### config.mk
export PLATFORM = sky130hd
export DESIGN_NAME = spram_boot_seq_flat
export DESIGN_NICKNAME = d
export VERILOG_FILES = /design/src/rtl/spram_boot_seq_pkg.sv /design/src/rtl/spram_boot_seq_if.sv /design/src/rtl/spram_boot_seq_tmo.sv /design/src/rtl/spram_boot_seq.sv /design/src/flat_wrapper.sv
export SDC_FILE = /design/constraint.sdc
export NUM_CORES = 1
export LEC_CHECK = 0
export ABC_AREA = 1
export CAP_MARGIN = 20
export CORE_ASPECT_RATIO = 0.5
export CORE_UTILIZATION = 54
export CTS_CLUSTER_DIAMETER = 100
export DETAILED_ROUTE_END_ITERATION = 10
export GPL_ROUTABILITY_DRIVEN = 0
export PLACE_DENSITY = 0.87
export SETUP_SLACK_MARGIN = 0.15
export SLEW_MARGIN = 20
export SYNTH_ARGS = -nofsm -noshare
export SYNTH_HDL_FRONTEND = slang
export SYNTH_SLANG_ARGS = --single-unit
### constraint.sdc
create_clock -name clk_i -period 4.05 [get_ports clk_i]
set_clock_uncertainty 0.1 [all_clocks]
set_input_delay 1.215 -clock clk_i [delete_from_list [all_inputs] [get_ports clk_i]]
set_output_delay 1.215 -clock clk_i [all_outputs]
set_load 0.05 [all_outputs]
### src/rtl/spram_boot_seq_pkg.sv
// Shared definitions for the SPRAM boot sequencer: state encoding,
// flash header layout and the default flash image locations.
package boot_pkg;

  typedef enum logic [2:0] {
    IDLE    = 3'd0,
    HDR     = 3'd1,
    DATA    = 3'd2,
    FLUSH   = 3'd3,
    WAIT_IP = 3'd4,
    DONE    = 3'd5,
    ERR     = 3'd6
  } boot_state_e;

  // Default flash byte addresses of the two SPRAM bank images
  localparam logic [23:0] DEF_IMG0_ADDR = 24'h030000;
  localparam logic [23:0] DEF_IMG1_ADDR = 24'h050000;

  // Image header: the word count sits in the low half of the first word
  localparam int HDR_LEN_LSB = 0;
  localparam int HDR_LEN_MSB = 15;
  localparam int LEN_W       = HDR_LEN_MSB - HDR_LEN_LSB + 1;

  // SPRAM word address width and number of flush cycles between images
  localparam int ADDR_W    = 14;
  localparam int FLUSH_CYC = 2;

  // Extract the image length field from a header word
  function automatic logic [LEN_W-1:0] hdr_len(input logic [31:0] word);
    return word[HDR_LEN_MSB:HDR_LEN_LSB];
  endfunction

endpackage

### src/rtl/spram_boot_seq_if.sv
// SPI flash FIFO link between the boot sequencer (master) and the FIFO (slave).
interface spram_boot_seq_if;

  logic [23:0] fifo_addr_o;
  logic        fifo_fill_o;
  logic        fifo_flush_o;
  logic        fifo_valid_i;
  logic [31:0] fifo_data_i;

  modport master (
    output fifo_addr_o,
    output fifo_fill_o,
    output fifo_flush_o,
    input  fifo_valid_i,
    input  fifo_data_i
  );

  modport slave (
    input  fifo_addr_o,
    input  fifo_fill_o,
    input  fifo_flush_o,
    output fifo_valid_i,
    output fifo_data_i
  );

endinterface

### src/rtl/spram_boot_seq_tmo.sv
// Idle-cycle watchdog: counts consecutive tick cycles and flags expiry on the
// CYC-th one. Clear has priority and restarts the count from zero.
module boot_tmo #(
  parameter int unsigned CYC = 1048576
) (
  input  logic clk_i,
  input  logic rst_i,
  input  logic clear_i,
  input  logic tick_i,
  output logic expire_o
);

  localparam int unsigned W = $clog2(CYC + 1);

  logic [W-1:0] cnt_q;
  logic [W-1:0] cnt_d;

  // Expiry depends only on the stored count so it never loops back through clear
  assign expire_o = tick_i && (cnt_q == W'(CYC - 1));

  // Next count: clear wins, otherwise advance on every idle tick
  always_comb begin
    cnt_d = cnt_q;
    if (clear_i) begin
      cnt_d = '0;
    end else if (tick_i && !expire_o) begin
      cnt_d = cnt_q + 1'b1;
    end
  end

  // Count register with synchronous reset
  always_ff @(posedge clk_i) begin
    if (rst_i) begin
      cnt_q <= '0;
    end else begin
      cnt_q <= cnt_d;
    end
  end

endmodule

### src/rtl/spram_boot_seq.sv
// SPRAM boot sequencer: copies two length-prefixed images from SPI flash into
// SPRAM banks 0 and 1, waits for hard-IP configuration, then releases the SoC.
module spram_boot_seq
  import boot_pkg::*;
#(
  parameter logic [23:0] IMG0_ADDR = DEF_IMG0_ADDR,
  parameter logic [23:0] IMG1_ADDR = DEF_IMG1_ADDR,
  parameter int unsigned MAX_WORDS = 16384,
  parameter int unsigned TMO_CYC   = 1048576
) (
  input  logic               clk_i,
  input  logic               rst_i,
  spram_boot_seq_if.master   fifo,
  output logic [ADDR_W-1:0]  ld_addr_o,
  output logic [31:0]        ld_data_o,
  output logic [1:0]         ld_we_o,
  output logic [1:0]         ld_own_o,
  input  logic               ip_done_i,
  output logic               soc_rst_o,
  output logic               done_o,
  output logic               err_o
);

  boot_state_e      state_q, state_d;
  logic             img_q, img_d;
  logic [LEN_W-1:0] len_q, len_d;
  logic [LEN_W-1:0] wcnt_q, wcnt_d;
  logic [1:0]       fcnt_q, fcnt_d;

  logic             loading;
  logic             tmo_clear;
  logic             tmo_expire;
  logic [LEN_W-1:0] hlen;

  // The watchdog only runs while waiting on the FIFO; a word or a state change restarts it
  assign loading   = (state_q == HDR) || (state_q == DATA);
  assign tmo_clear = fifo.fifo_valid_i || !loading || (state_d != state_q);
  assign hlen      = hdr_len(fifo.fifo_data_i);
  assign ld_data_o = fifo.fifo_data_i;

  boot_tmo #(
    .CYC (TMO_CYC)
  ) u_tmo (
    .clk_i    (clk_i),
    .rst_i    (rst_i),
    .clear_i  (tmo_clear),
    .tick_i   (loading && !fifo.fifo_valid_i),
    .expire_o (tmo_expire)
  );

  // Next-state and output decode; SPRAM writes are combinational on the FIFO word
  always_comb begin
    state_d           = state_q;
    img_d             = img_q;
    len_d             = len_q;
    wcnt_d            = wcnt_q;
    fcnt_d            = fcnt_q;
    fifo.fifo_addr_o  = img_q ? IMG1_ADDR : IMG0_ADDR;
    fifo.fifo_fill_o  = 1'b0;
    fifo.fifo_flush_o = 1'b0;
    ld_addr_o         = wcnt_q[ADDR_W-1:0];
    ld_we_o           = 2'b00;
    ld_own_o          = 2'b11;
    soc_rst_o         = 1'b1;
    done_o            = 1'b0;
    err_o             = 1'b0;

    unique case (state_q)
      IDLE: begin
        fifo.fifo_flush_o = 1'b1;
        img_d             = 1'b0;
        wcnt_d            = '0;
        state_d           = HDR;
      end
      HDR: begin
        fifo.fifo_fill_o = 1'b1;
        if (fifo.fifo_valid_i) begin
          if ((hlen == '0) || ({16'd0, hlen} > MAX_WORDS)) begin
            state_d = ERR;
          end else begin
            len_d   = hlen;
            wcnt_d  = '0;
            state_d = DATA;
          end
        end else if (tmo_expire) begin
          state_d = ERR;
        end
      end
      DATA: begin
        fifo.fifo_fill_o = 1'b1;
        if (fifo.fifo_valid_i) begin
          ld_we_o = img_q ? 2'b10 : 2'b01;
          wcnt_d  = wcnt_q + 1'b1;
          if (wcnt_q == len_q - 1'b1) begin
            fcnt_d  = '0;
            state_d = FLUSH;
          end
        end else if (tmo_expire) begin
          state_d = ERR;
        end
      end
      FLUSH: begin
        fifo.fifo_flush_o = 1'b1;
        fcnt_d            = fcnt_q + 1'b1;
        if (fcnt_q == 2'(FLUSH_CYC - 1)) begin
          if (!img_q) begin
            img_d   = 1'b1;
            state_d = HDR;
          end else begin
            state_d = WAIT_IP;
          end
        end
      end
      WAIT_IP: begin
        if (ip_done_i) begin
          state_d = DONE;
        end
      end
      DONE: begin
        ld_own_o  = 2'b00;
        soc_rst_o = 1'b0;
        done_o    = 1'b1;
      end
      ERR: begin
        fifo.fifo_flush_o = 1'b1;
        err_o             = 1'b1;
      end
      default: begin
        state_d = IDLE;
      end
    endcase
  end

  // State and load bookkeeping registers with synchronous reset
  always_ff @(posedge clk_i) begin
    if (rst_i) begin
      state_q <= IDLE;
      img_q   <= 1'b0;
      len_q   <= '0;
      wcnt_q  <= '0;
      fcnt_q  <= '0;
    end else begin
      state_q <= state_d;
      img_q   <= img_d;
      len_q   <= len_d;
      wcnt_q  <= wcnt_d;
      fcnt_q  <= fcnt_d;
    end
  end

endmodule

### src/flat_wrapper.sv
// flat-port wrapper written by rule: the top's interface ports become plain ports
module spram_boot_seq_flat import boot_pkg::*;
#(
  parameter logic [23:0] IMG0_ADDR = DEF_IMG0_ADDR,
  parameter logic [23:0] IMG1_ADDR = DEF_IMG1_ADDR,
  parameter int unsigned MAX_WORDS = 16384,
  parameter int unsigned TMO_CYC   = 1048576
)
  (clk_i, rst_i, ld_addr_o, ld_data_o, ld_we_o, ld_own_o, ip_done_i, soc_rst_o, done_o, err_o, fifo_fifo_addr_o, fifo_fifo_fill_o, fifo_fifo_flush_o, fifo_fifo_valid_i, fifo_fifo_data_i);
  spram_boot_seq_if fifo_i ();
  input  logic clk_i;
  input  logic rst_i;
  output logic [ADDR_W-1:0] ld_addr_o;
  output logic [31:0] ld_data_o;
  output logic [1:0] ld_we_o;
  output logic [1:0] ld_own_o;
  input  logic ip_done_i;
  output logic soc_rst_o;
  output logic done_o;
  output logic err_o;
  output wire logic [$bits(fifo_i.fifo_addr_o)-1:0] fifo_fifo_addr_o;
  output wire logic [$bits(fifo_i.fifo_fill_o)-1:0] fifo_fifo_fill_o;
  output wire logic [$bits(fifo_i.fifo_flush_o)-1:0] fifo_fifo_flush_o;
  input wire logic [$bits(fifo_i.fifo_valid_i)-1:0] fifo_fifo_valid_i;
  input wire logic [$bits(fifo_i.fifo_data_i)-1:0] fifo_fifo_data_i;
  assign fifo_fifo_addr_o = fifo_i.fifo_addr_o;
  assign fifo_fifo_fill_o = fifo_i.fifo_fill_o;
  assign fifo_fifo_flush_o = fifo_i.fifo_flush_o;
  assign fifo_i.fifo_valid_i = fifo_fifo_valid_i;
  assign fifo_i.fifo_data_i = fifo_fifo_data_i;
  spram_boot_seq #(.IMG0_ADDR(IMG0_ADDR), .IMG1_ADDR(IMG1_ADDR), .MAX_WORDS(MAX_WORDS), .TMO_CYC(TMO_CYC)) u_core (.clk_i(clk_i), .rst_i(rst_i), .fifo(fifo_i), .ld_addr_o(ld_addr_o), .ld_data_o(ld_data_o), .ld_we_o(ld_we_o), .ld_own_o(ld_own_o), .ip_done_i(ip_done_i), .soc_rst_o(soc_rst_o), .done_o(done_o), .err_o(err_o));
endmodule
# After elaboration in Yosys (flattened, before gate mapping)
# Cells that the tools add are included.
dict set report word_totals {
  n_memories 0
  rom_bits 0
  input_bits 36
  ram_bits 0
  latchBits 0
  reg_bits 59
  out_inout_bits 79
}
dict set report classes {
  order_cmp 1
  addsub 4
  div 0
  bitwise 1
  n_eq_ne 15
  n_reduce_logical 23
  n_mul 0
  n_shift 0
  muxes 28
}
# operator count
set op_table {}
lappend op_table {{2-to-1 mux 16 bit} 3}
lappend op_table {{case mux 16 bit (3 select lines)} 1}
lappend op_table {{2-to-1 mux 3 bit} 8}
lappend op_table {{adder 21 x 1 -> 21 bit (second input constant)} 1}
lappend op_table {{equality test 21 x 20 -> 1 bit (second input constant)} 1}
lappend op_table {{2-to-1 mux 19 bit} 1}
lappend op_table {{case mux 3 bit (6 select lines)} 1}
lappend op_table {{adder 16 x 1 -> 16 bit (second input constant)} 1}
lappend op_table {{equality test 16 bit} 1}
lappend op_table {{greater-than comparator 16 x 15 -> 1 bit (second input constant)} 1}
lappend op_table {{logical NOT 16 bit} 1}
lappend op_table {{subtractor 16 x 1 -> 16 bit (second input constant)} 1}
lappend op_table {{2-to-1 mux 2 bit} 6}
lappend op_table {{equality test 3 bit (second input constant)} 3}
lappend op_table {{inequality test 2 bit (second input constant)} 4}
lappend op_table {{equality test 3 x 2 -> 1 bit (second input constant)} 2}
lappend op_table {{2-to-1 mux 1 bit} 6}
lappend op_table {{AND reduction 3 bit} 2}
lappend op_table {{OR reduction 2 bit} 3}
lappend op_table {{logical OR 1 bit} 4}
lappend op_table {{case mux 2 bit (2 select lines)} 1}
lappend op_table {{AND reduction 4 bit} 1}
lappend op_table {{nonzero test 2 bit} 2}
lappend op_table {{equality test 3 x 1 -> 1 bit (second input constant)} 1}
lappend op_table {{other kinds (12)} 16}

# Logic depth before layout (Yosys ltp)
# Gate-level depths: netlist of the first run.
dict set report logic_depth {
  depth_word 10
  mapped_depth 16
  mapped_depth_nobuf 16
}

# Hierarchy
# A second synthesis of the first run with hierarchy kept.
dict set report unflattened {
  cells_unflattened 752
  hier_area_um2 4697.0
}
# module instances cells_each area_each_um2 seq_area_each_um2
set by_module_without_submodules {}
lappend by_module_without_submodules {spram_boot_seq 1 551 3445.8 760.7}
lappend by_module_without_submodules {boot_tmo 1 201 1251.2 420.4}

# Least setup slack after synthesis of the first run
# No wires, ideal clock.
dict set report synth_timing {
  kind {input -> output}
  start {input port fifo_fifo_valid_i}
  end {output port ld_we_o[0]}
  t_required_ns 2.735
  slack_ns 0.599
  t_arrival_ns 2.136
  path_buffers 0
  cell_stages 4
  cell_sequence {inv_1 > nor2_1 > inv_1 > nor2_1}
}
dict set report synth_via {
  elab_chain_len 2
}
# item line
set synth_rtl {}
lappend synth_rtl {{from (decl)} flat_wrapper.sv:24} ;# input wire logic [$bits(fifo_i.fifo_valid_i)-1:0] fifo_fifo_valid_i;
lappend synth_rtl {{2-to-1 mux 2 bit} spram_boot_seq.sv:91} ;# if (fifo.fifo_valid_i) begin
lappend synth_rtl {{2-to-1 mux 2 bit} spram_boot_seq.sv:68} ;# unique case (state_q)
lappend synth_rtl {{to (decl)} flat_wrapper.sv:15} ;# output logic [1:0] ld_we_o;
# No other way between the ends.

# Worst setup path after layout of the first run
dict set report layout_timing {
  start {input port fifo_fifo_valid_i}
  end {output port ld_we_o[1]}
}
# The elaborated chain is that of the path after synthesis.

==> flow_summary.ini, run 1 <==
[sta]
setup_slack_ns = 0.3457
finalSetupViolCount = 0
tightest_slew_ns = 0.5110
slew_viol_final = 0
fmax_ghz = 0.2700
maxSlewHeadroom_pct = 65.82
fin_crit_ns = 3.704
rsz0062_at_grt = no
finalHoldViolCount = 0
fin_crit_sh_pct = 91.47
fin_setup_tns_ns = 0

[placement]
place_ws_ns = 0.3595
place_area_um2 = 4591
io_buffers = 60
dpl.hpwl_um = 6928

[die]
die_w_um = 129.8
die_height_um = 65.88
rows = 22
pin_count = 115
die-area_um2 = 8548
coreArea_um2 = 7597
initial_core_util_pct = 58.00

[cts]
clock_sinks = 59
cts_root_buffer = clkbuf_16
cts_buffers = 9
cts_resized = 0
clock_path_buffers = 2
post_cts_buffers = 0
clk_pin_slew_ns = 0.05
tritoncts = yes
htree_levels = 3
cts_hold_buf = 0
clock_latency_ns = 0.33

[routing]
vias = 4039
drtAntennaViolNets = 0
wl_per_cell_um = 11.84
drtPass1Iterations = 5
avgViaCountPerCell = 5.068
drcViolationCount = 0
wirelength_um = 9437
drt_iter0_markers = 404

[grt]
grt_use_met1_pct = 28.69
busiest_layer = met2
grt.met3_usage_pct = 6.715
first_global_vias = 3679
grt_usage_pct = 23.83
grt_antenna_before_repair = 0
gr-total-overflow = 0
grt_max_degree = 38
grt_pass1_wl_um = 15980
met2_usage_pct = 40.71

[finish]
fin_nets = 728
post-route-cell-area_um2 = 4847
num_antenna_cells = 0
drive_gt1_share_pct = 8.999
final_util_pct = 63.80
synthToLayoutAreaGrowth_pct = 9.994

[yosys]
synth_area_leaders = dfxtp_1 27%, nand2_1 14%, buf_4 12%
ys_async_sr_fraction_pct = 0
synth_seq_cells = 59
netlist_instances = 684
ys_seq_area_share_pct = 26.80
synth_edf_count = 0
yosys_most_used_dff = dfxtp_1
syn_area_um2 = 4407
synth_largest_area_cell = dfxtp_1
synth_most_common_cell = nand2_1
ys_types = 37
synthTopCellsByCount = 166 x nand2_1, 75 x inv_1, 73 x buf_4, 73 x nor2_1, 59 x dfxtp_1
syn-mean-instance-area_um2 = 6.443
synth_top_area_share_pct = 26.80
ys_warn_count = 0

[power_and_ir_drop]
clkPwrFrac_pct = 37.6
p_switching_mw = 0.6119
irDropWorstVdd_mv = 0.2601
p_total_mw = 1.780
power_density_nw_per_um2 = 367.2
power_frac_comb_pct = 27.6
p_int_mw = 1.168
switching_share_pct = 34.39
p_leak_nw = 1.927
seqPwrFrac_pct = 34.8

[critical_path]
critPathArrivalTime_ns = 2.39
worstPathMaxFanout = 5
worstSetupStartpointType = input pin
worst_ep_required_time_ns = 2.73
crit_path_end_kind = output port
crit_type = input pin to output port

[flow_run]
drv_cap = 0

[outcome]
status = finished clean

[hold_path]
hold_class = flop to flop
metrics by stage:
step	cells	hold slack [ns]
after CTS	797	0.3595
after floorplan	704	0.3316
after detailed placement	785	0.3507
final	797	0.3581
after global placement	785	0.3397
after global routing	797	0.3841
layout make-up:
| cell class | instances | area, µm² |
|---|---|---|
| clock buffers | 12 | 256.5 |
| fillers | 667 | 2750 |
| inverters | 81 | 311.5 |
| multi-input cells | 474 | 2360 |
| flip-flops and latches | 59 | 1181 |
| well taps | 108 | 135.1 |
| repair buffers | 63 | 603.1 |
logic make-up after synthesis:
group,count (synthesis),synth area share [%]
and+or+nand+nor,352,36.31
buffers and inverters,171,21.35
AOI/OAI and AO/OA,61,7.269
DFF,59,26.80
xor gates and xnor gates,35,6.956
adders and majority gates,4,1.136
other,2,0.1704
cells in the final DEF, fill, tap and decap left out, types with 2 or more instances in the layout:
cell type,synthesis,layout
a21oi_1,50,50
and3_1,4,4
buf_12,0,2
buf_4,73,19
clkbuf_16,0,9
clkbuf_8,0,2
clkdlybuf4s50_1,0,42
conb_1,2,22
dfxtp_1,59,59
ha_1,4,4
inv_1,75,75
inv_2,4,4
nand2_1,166,166
nand2_2,5,5
nand2_4,2,2
nand3_1,41,41
nand3b_1,6,6
nand4_1,17,17
nor2_1,73,73
nor2_2,3,3
nor2_4,5,5
nor3_1,11,11
nor3_2,3,3
nor3b_1,3,3
nor4_1,6,6
o211ai_1,2,2
o21ai_0,6,6
or2_2,4,4
xnor2_1,14,14
xor2_1,21,21
state kept, by name, summed over array words and instances (netlist names):
register	flops
u_core.state_q	3
u_core.fcnt_q	2
u_core.u_tmo.cnt_q	21
u_core.wcnt_q	16
u_core.len_q	16
u_core.img_q	1
path summary, 6_finish.rpt:
kind / from / end / slack [ns] / cells past startpoint
max: fifo_fifo_valid_i / ld_we_o[1] / 0.35 / 6
max reg2reg: u_core.len_q[0] / u_core.fcnt_q[1] / 1.74 / 15
min reg2reg: u_core.len_q[15] / u_core.len_q[15] / 0.36 / 2
min: u_core.len_q[15] / u_core.len_q[15] / 0.36 / 2
worst max-delay path, cell delays in order:
cell and delay (ns):
clkdlybuf4s50_1 0.49, inv_1 0.12, nor2_1 0.15, inv_1 0.07, nor2_1 0.18, buf_12 0.17
routing by layer:
layer,wire length (µm),part of all wire [%],vias to the layer above
met3,598,6.3,12
li1,-,-,2075
met5,0,0,-
met1,4244,45,1816
met4,128,1.4,0
met2,4466,47,136
power groups by stage:
stage / Sequential, mW / Clock (mW) / Combinational (mW)
2_1_floorplan: 0.623 / 0 / 0.454
3_3_place_gp: 0.629 / 0 / 0.481
3_5_place_dp: 0.629 / 0 / 0.487
4_1_cts: 0.618 / 0.684 / 0.490
5_1_grt: 0.621 / 0.708 / 0.534
6_report: 0.619 / 0.669 / 0.491
(Power assumes the default switching activity.)
==> run 2, diff against run 1 <==
--- a/config.mk
+++ b/config.mk
@@ -5,10 +5,10 @@
 export SDC_FILE = /design/constraint.sdc
 export NUM_CORES = 1
 export LEC_CHECK = 0
-export ABC_AREA = 1
+export ABC_AREA = 0
 export CAP_MARGIN = 20
 export CORE_ASPECT_RATIO = 0.5
-export CORE_UTILIZATION = 54
+export CORE_UTILIZATION = 52
 export CTS_CLUSTER_DIAMETER = 100
 export DETAILED_ROUTE_END_ITERATION = 10
 export GPL_ROUTABILITY_DRIVEN = 0
==> run 2 against run 1 <==
Against the previous run: synthesized area down 12%; via count is 25% lower; clock power up 17%; critical path depth down 2; clock-buffer cell count unchanged; sequential share of layout area is 3.0 points higher; power grew 8.9%; wire length down 16%; die area fell by 8.5%; register-to-register slack lost 0.36 ns; worst hold slack improved by 0.023 ns; first-iteration DRC count shrank 47%; highest routed layer unchanged.
==> flow_summary.ini, run 2 <==
[critical_path]
path_buf_inv = 3
worstPathMaxFanout = 5
slowest_delay_ns = 0.48
worst_path_max_delay_cell = clkdlybuf4s50_1
ff2ff_path_depth = 9
crit_path_end_kind = output port
critPathArrivalTime_ns = 2.47
worstSetupStartpointType = input pin
crit_chain = clkdlybuf4s50_1 > inv_1 > nor4b_1 > buf_12
worst_ep_required_time_ns = 2.73
path_depth = 4
crit_type = input pin to output port
path_delay_family = buffers and inverters

[finish]
drive_gt1_share_pct = 10.63
fin_nets = 515
mostFrequentLayoutCell = nor2_1
top_regs = u_core.u_tmo.cnt_q (21), u_core.len_q (16), u_core.wcnt_q (16)
top_register = u_core.u_tmo.cnt_q
synthToLayoutAreaGrowth_pct = 11.63
post-route-cell-area_um2 = 4323
fill_cells = 599
largest_reg_flops = 21
num_antenna_cells = 0
final_cell_mix = 72 x nor2_1, 59 x dfxtp_1, 42 x clkdlybuf4s50_1

[cts]
clock_sinks = 59
cts_resized = 0
cts_buffers = 9
cts_hold_buf = 0
cts_root_buffer = clkbuf_16
clock_latency_ns = 0.33
post_cts_buffers = 0
htree_levels = 3
tritoncts = yes
clk_pin_slew_ns = 0.05
clock_path_buffers = 2

[hold_path]
hold_class = flop to flop
worstHoldPathCells = 1

[routing]
wirelength_um = 7917
avgViaCountPerCell = 5.318
drtPass1Iterations = 5
vias = 3042
drcViolationCount = 0
drtAntennaViolNets = 0
wl_per_cell_um = 13.84
drt_iter0_markers = 214

[die]
rows = 21
die-area_um2 = 7817
coreArea_um2 = 6937
pin_count = 115
die_height_um = 63.02
die_w_um = 124.0
initial_core_util_pct = 55.83

[sta]
rsz0062_at_grt = no
tightest_slew_ns = 0.5738
finalSetupViolCount = 0
whs_ns = 0.3812
slew_viol_final = 0
fin_crit_ns = 3.789
fin_setup_tns_ns = 0
fmax_ghz = 0.2639
fin_crit_sh_pct = 93.55
finalHoldViolCount = 0
maxSlewHeadroom_pct = 61.39

[power_and_ir_drop]
p_int_mw = 1.301
p_switching_mw = 0.6364
clkPwrFrac_pct = 40.4
irDropWorstVdd_mv = 0.3566
power_frac_comb_pct = 25.9
seqPwrFrac_pct = 33.7
switching_share_pct = 32.85
p_total_mw = 1.937
p_leak_nw = 1.730
power_density_nw_per_um2 = 448.2

[yosys]
synth_area_leaders = dfxtp_1 31%, buf_4 14%, xnor2_1 7.9%
syn-mean-instance-area_um2 = 8.222
synth_largest_area_cell = dfxtp_1
synth_most_common_cell = buf_4
syn_area_um2 = 3872
ys_types = 56
synth_edf_count = 0
synthTopCellsByCount = 74 x buf_4, 72 x nor2_1, 59 x dfxtp_1
synth_top_area_share_pct = 30.50
netlist_instances = 471
synth_seq_cells = 59
yosys_most_used_dff = dfxtp_1
ys_async_sr_fraction_pct = 0
ys_warn_count = 0
ys_seq_area_share_pct = 30.50

[grt]
gr-total-overflow = 0
first_global_vias = 2792
grt_pass1_wl_um = 12830
grt_antenna_before_repair = 0
grt_max_degree = 29
grt_usage_pct = 21.18

[flow_run]
drv_cap = 0

[placement]
io_buffers = 60
dpl.hpwl_um = 5600
place_area_um2 = 4009

[outcome]
status = finished clean
==> run 2: cell types whose count changed after synthesis, sizes merged, moves of 6 or more <==
| cell | before | now |
|---|---|---|
| a21oi | 51 | 11 |
| nand3 | 42 | 12 |
| nor2 | 81 | 73 |
| xnor2 | 14 | 35 |
| nor4 | 6 | 13 |
| nand2 | 173 | 22 |
| mux2i | 0 | 16 |
| inv | 80 | 14 |
| nor4b | 0 | 6 |
==> run 2: kinds of logic (layout without fill, tap and decap cells) <==
group                    Yosys count  after routing  share of synthesized area, %
multiplexers                      18             18                         4.717
XOR/XNOR                          51             51                         11.53
AND/OR/NAND/NOR                  187            187                         25.20
AO/OA/AOI/OAI                     44             44                         7.852
buffers and inverters            106             95                         18.71
adder cells (fa/ha/maj)            4              4                         1.292
flip-flops                        59             59                         30.50
other                              2             22                        0.1939
==> run 2: area by class of cell <==
type	instances	area, µm²	share of cell area, %
clock inverters	4	47.55	1.100
multi-input cells	326	2042	47.24
repair buffers	65	618.1	14.30
flip-flops and latches	59	1181	27.32
clock buffers	12	266.5	6.165
inverters	14	52.55	1.216
well taps	92	115.1	2.663
==> run 2: final timing paths <==
path | start | endpoint | slack [ns]
worst min-delay path | u_core.u_tmo.cnt_q[0] | u_core.u_tmo.cnt_q[0] | 0.38
worst min register to register | u_core.u_tmo.cnt_q[0] | u_core.u_tmo.cnt_q[0] | 0.38
worst max register to register | u_core.len_q[0] | u_core.fcnt_q[0] | 1.38
worst max-delay path | fifo_fifo_valid_i | ld_we_o[1] | 0.26
==> run 2: per-layer routing <==
layer | share of wire (%) | GRT usage [%] | vias up
met5 | 0 | 0 | -
met1 | 45 | 25.89 | 1415
met3 | 5.5 | 6.296 | 17
met4 | 1.8 | 8.929 | 0
li1 | - | - | 1533
met2 | 48 | 34.39 | 77
==> run 2: stage by stage <==
| stage | util (%) | setup slack (ns) | cells |
|---|---|---|---|
| 2_1_floorplan | - | -0.2935 | 491 |
| 3_3_place_gp | 57.79 | 0.2939 | 556 |
| 3_5_place_dp | 57.79 | 0.2553 | 556 |
| 4_1_cts | 62.32 | 0.2366 | 572 |
| 5_1_grt | 62.32 | 0.1968 | 572 |
| 6_report | 62.32 | 0.2613 | 572 |
==> run 2: power groups by stage <==
stage / registers [mW] / clock network (mW) / logic [mW]
detailed placement: 0.664 / 0 / 0.498
finish: 0.653 / 0.783 / 0.501
CTS: 0.652 / 0.797 / 0.501
floorplan: 0.631 / 0 / 0.487
global route: 0.659 / 0.827 / 0.534
global placement: 0.663 / 0 / 0.492
==> run 3, diff against run 2 <==
--- a/config.mk
+++ b/config.mk
@@ -12,7 +12,7 @@
 export CTS_CLUSTER_DIAMETER = 100
 export DETAILED_ROUTE_END_ITERATION = 10
 export GPL_ROUTABILITY_DRIVEN = 0
-export PLACE_DENSITY = 0.87
+export PLACE_DENSITY = 0.95
 export SETUP_SLACK_MARGIN = 0.15
 export SLEW_MARGIN = 20
 export SYNTH_ARGS = -nofsm -noshare
==> run 3 against run 2 <==
Against the previous run: worst setup slack got worse by 0.025 ns; clock power fell by 15%; non-clock buffer count is the same; sequential share of layout area grew 0.34 points.
==> flow_summary.ini, run 3 (synthesis results as in run 2) <==
[die]
die_height_um = 63.02
die_w_um = 124.0
rows = 21
coreArea_um2 = 6937
die-area_um2 = 7817
initial_core_util_pct = 55.83
pin_count = 115

[critical_path]
reg2reg_from = u_core.len_q[0]
slowest_delay_ns = 0.49
path_delay_family = buffers and inverters
ff2ff_path_depth = 9
worstSetupStartpointType = input pin
crit_path_end_kind = output port
critPathArrivalTime_ns = 2.50
crit_chain = clkdlybuf4s50_1 > inv_1 > nor4b_1 > buf_12
path_buf_inv = 3
worst_ep_required_time_ns = 2.73
path_depth = 4
worstPathMaxFanout = 5
timing.rr.end = u_core.fcnt_q[1]
r2r_setup_slack_ns = 1.35
crit_type = input pin to output port
worst_path_max_delay_cell = clkdlybuf4s50_1

[grt]
first_global_vias = 2920
grt_pass1_wl_um = 13280
grt_antenna_before_repair = 0
grt_usage_pct = 22.22
grt_max_degree = 29
gr-total-overflow = 0

[power_and_ir_drop]
p_leak_nw = 1.707
power_density_nw_per_um2 = 427.7
irDropWorstVdd_mv = 0.2313
p_total_mw = 1.827

[finish]
final_cell_mix = 72 x nor2_1, 59 x dfxtp_1, 42 x clkdlybuf4s50_1
synthToLayoutAreaGrowth_pct = 10.27
regArea_um2 = 1181
top_regs = u_core.u_tmo.cnt_q (21), u_core.len_q (16), u_core.wcnt_q (16)
largest_reg_flops = 21
final_cells = 571
final_util_pct = 61.56
fill_cells = 582
top_register = u_core.u_tmo.cnt_q
multi_input_area_um2 = 2042
num_antenna_cells = 0
drive_gt1_share_pct = 10.02
mostFrequentLayoutCell = nor2_1
fin_nets = 515

[hold_path]
worstHoldPathCells = 1
worstHoldEndpoint = u_core.u_tmo.cnt_q[0]
hp-start = u_core.u_tmo.cnt_q[0]
hold_class = flop to flop

[placement]
io_buffers = 60
dpl.hpwl_um = 6022
dp_cells = 556

[routing]
drcViolationCount = 0
drtAntennaViolNets = 0
vias = 3144
avgViaCountPerCell = 5.506
drtPass1Iterations = 4
drt_iter0_markers = 219
wl_per_cell_um = 14.27
wirelength_um = 8146

[cts]
clk_pin_slew_ns = 0.05
post_cts_buffers = 0
cts_hold_buf = 0
clock_sinks = 59
tritoncts = yes
htree_levels = 3
cts_resized = 0
clock_latency_ns = 0.33
cts_buffers = 9
clock_path_buffers = 2
cts_root_buffer = clkbuf_16

[sta]
fin_crit_sh_pct = 94.16
tightest_slew_ns = 0.7102
rsz0062_at_grt = yes
fin_setup_tns_ns = 0
finalSetupViolCount = 0
fin_crit_ns = 3.813
slew_viol_final = 0
fmax_ghz = 0.2622
finalHoldViolCount = 0
whs_ns = 0.3658
maxSlewHeadroom_pct = 52.34

[outcome]
status = finished clean

[flow_run]
drv_cap = 0
## run 3: cell types whose count changed in the layout (fill, tap and decap cells not counted)
cell / delta
bufinv_16: -1
clkinvlp_4: -1
clkbuf_1: +2
clkinv_2: +1
clkbuf_8: -2
## run 3: area by class of cell
| type | instances | area share (%) |
|---|---|---|
| clock buffer | 12 | 5.772 |
| clock inverter | 3 | 0.3516 |
| inverter | 14 | 1.231 |
| multi-input combinational | 326 | 47.82 |
| sequential | 59 | 27.66 |
| tap | 92 | 2.696 |
| timing repair buffer | 65 | 14.47 |
## run 3: per-layer routing
| metal | share of wire [%] | vias to the layer above | GRT usage [%] |
|---|---|---|---|
| li1 | - | 1538 | - |
| met1 | 44 | 1476 | 25.84 |
| met2 | 48 | 106 | 35.57 |
| met3 | 6.1 | 24 | 8.759 |
| met4 | 2.4 | 0 | 10.57 |
| met5 | 0 | - | 0 |
## run 3: report_power, final
group	internal, mW	switching (mW)	total (mW)
logic	0.174	0.332	0.506
clock network	0.422	0.244	0.666
registers	0.604	0.0500	0.654
total	1.20	0.626	1.83
## run 3: how the worst max path moves through the flow
| stage | from | endpoint | slack [ns] |
|---|---|---|---|
| global route | fifo_fifo_valid_i | ld_we_o[1] | 0.15 |
| CTS | fifo_fifo_valid_i | ld_we_o[1] | 0.21 |
| global placement | fifo_fifo_valid_i | ld_we_o[1] | 0.25 |
| finish | fifo_fifo_valid_i | ld_we_o[1] | 0.24 |
| detailed placement | fifo_fifo_data_i[6] | u_core.wcnt_q[6] | 0.13 |
| floorplan | fifo_fifo_valid_i | ld_we_o[0] | -0.29 |
## run 3: stage by stage
step                      worst slack (ns)  instance area (µm²)
final                               0.2366                 4270
after global routing                0.1476                 4270
after CTS                           0.2104                 4270
after detailed placement            0.1281                 4009
after global placement              0.2490                 4009
after floorplan                    -0.2935                 3948
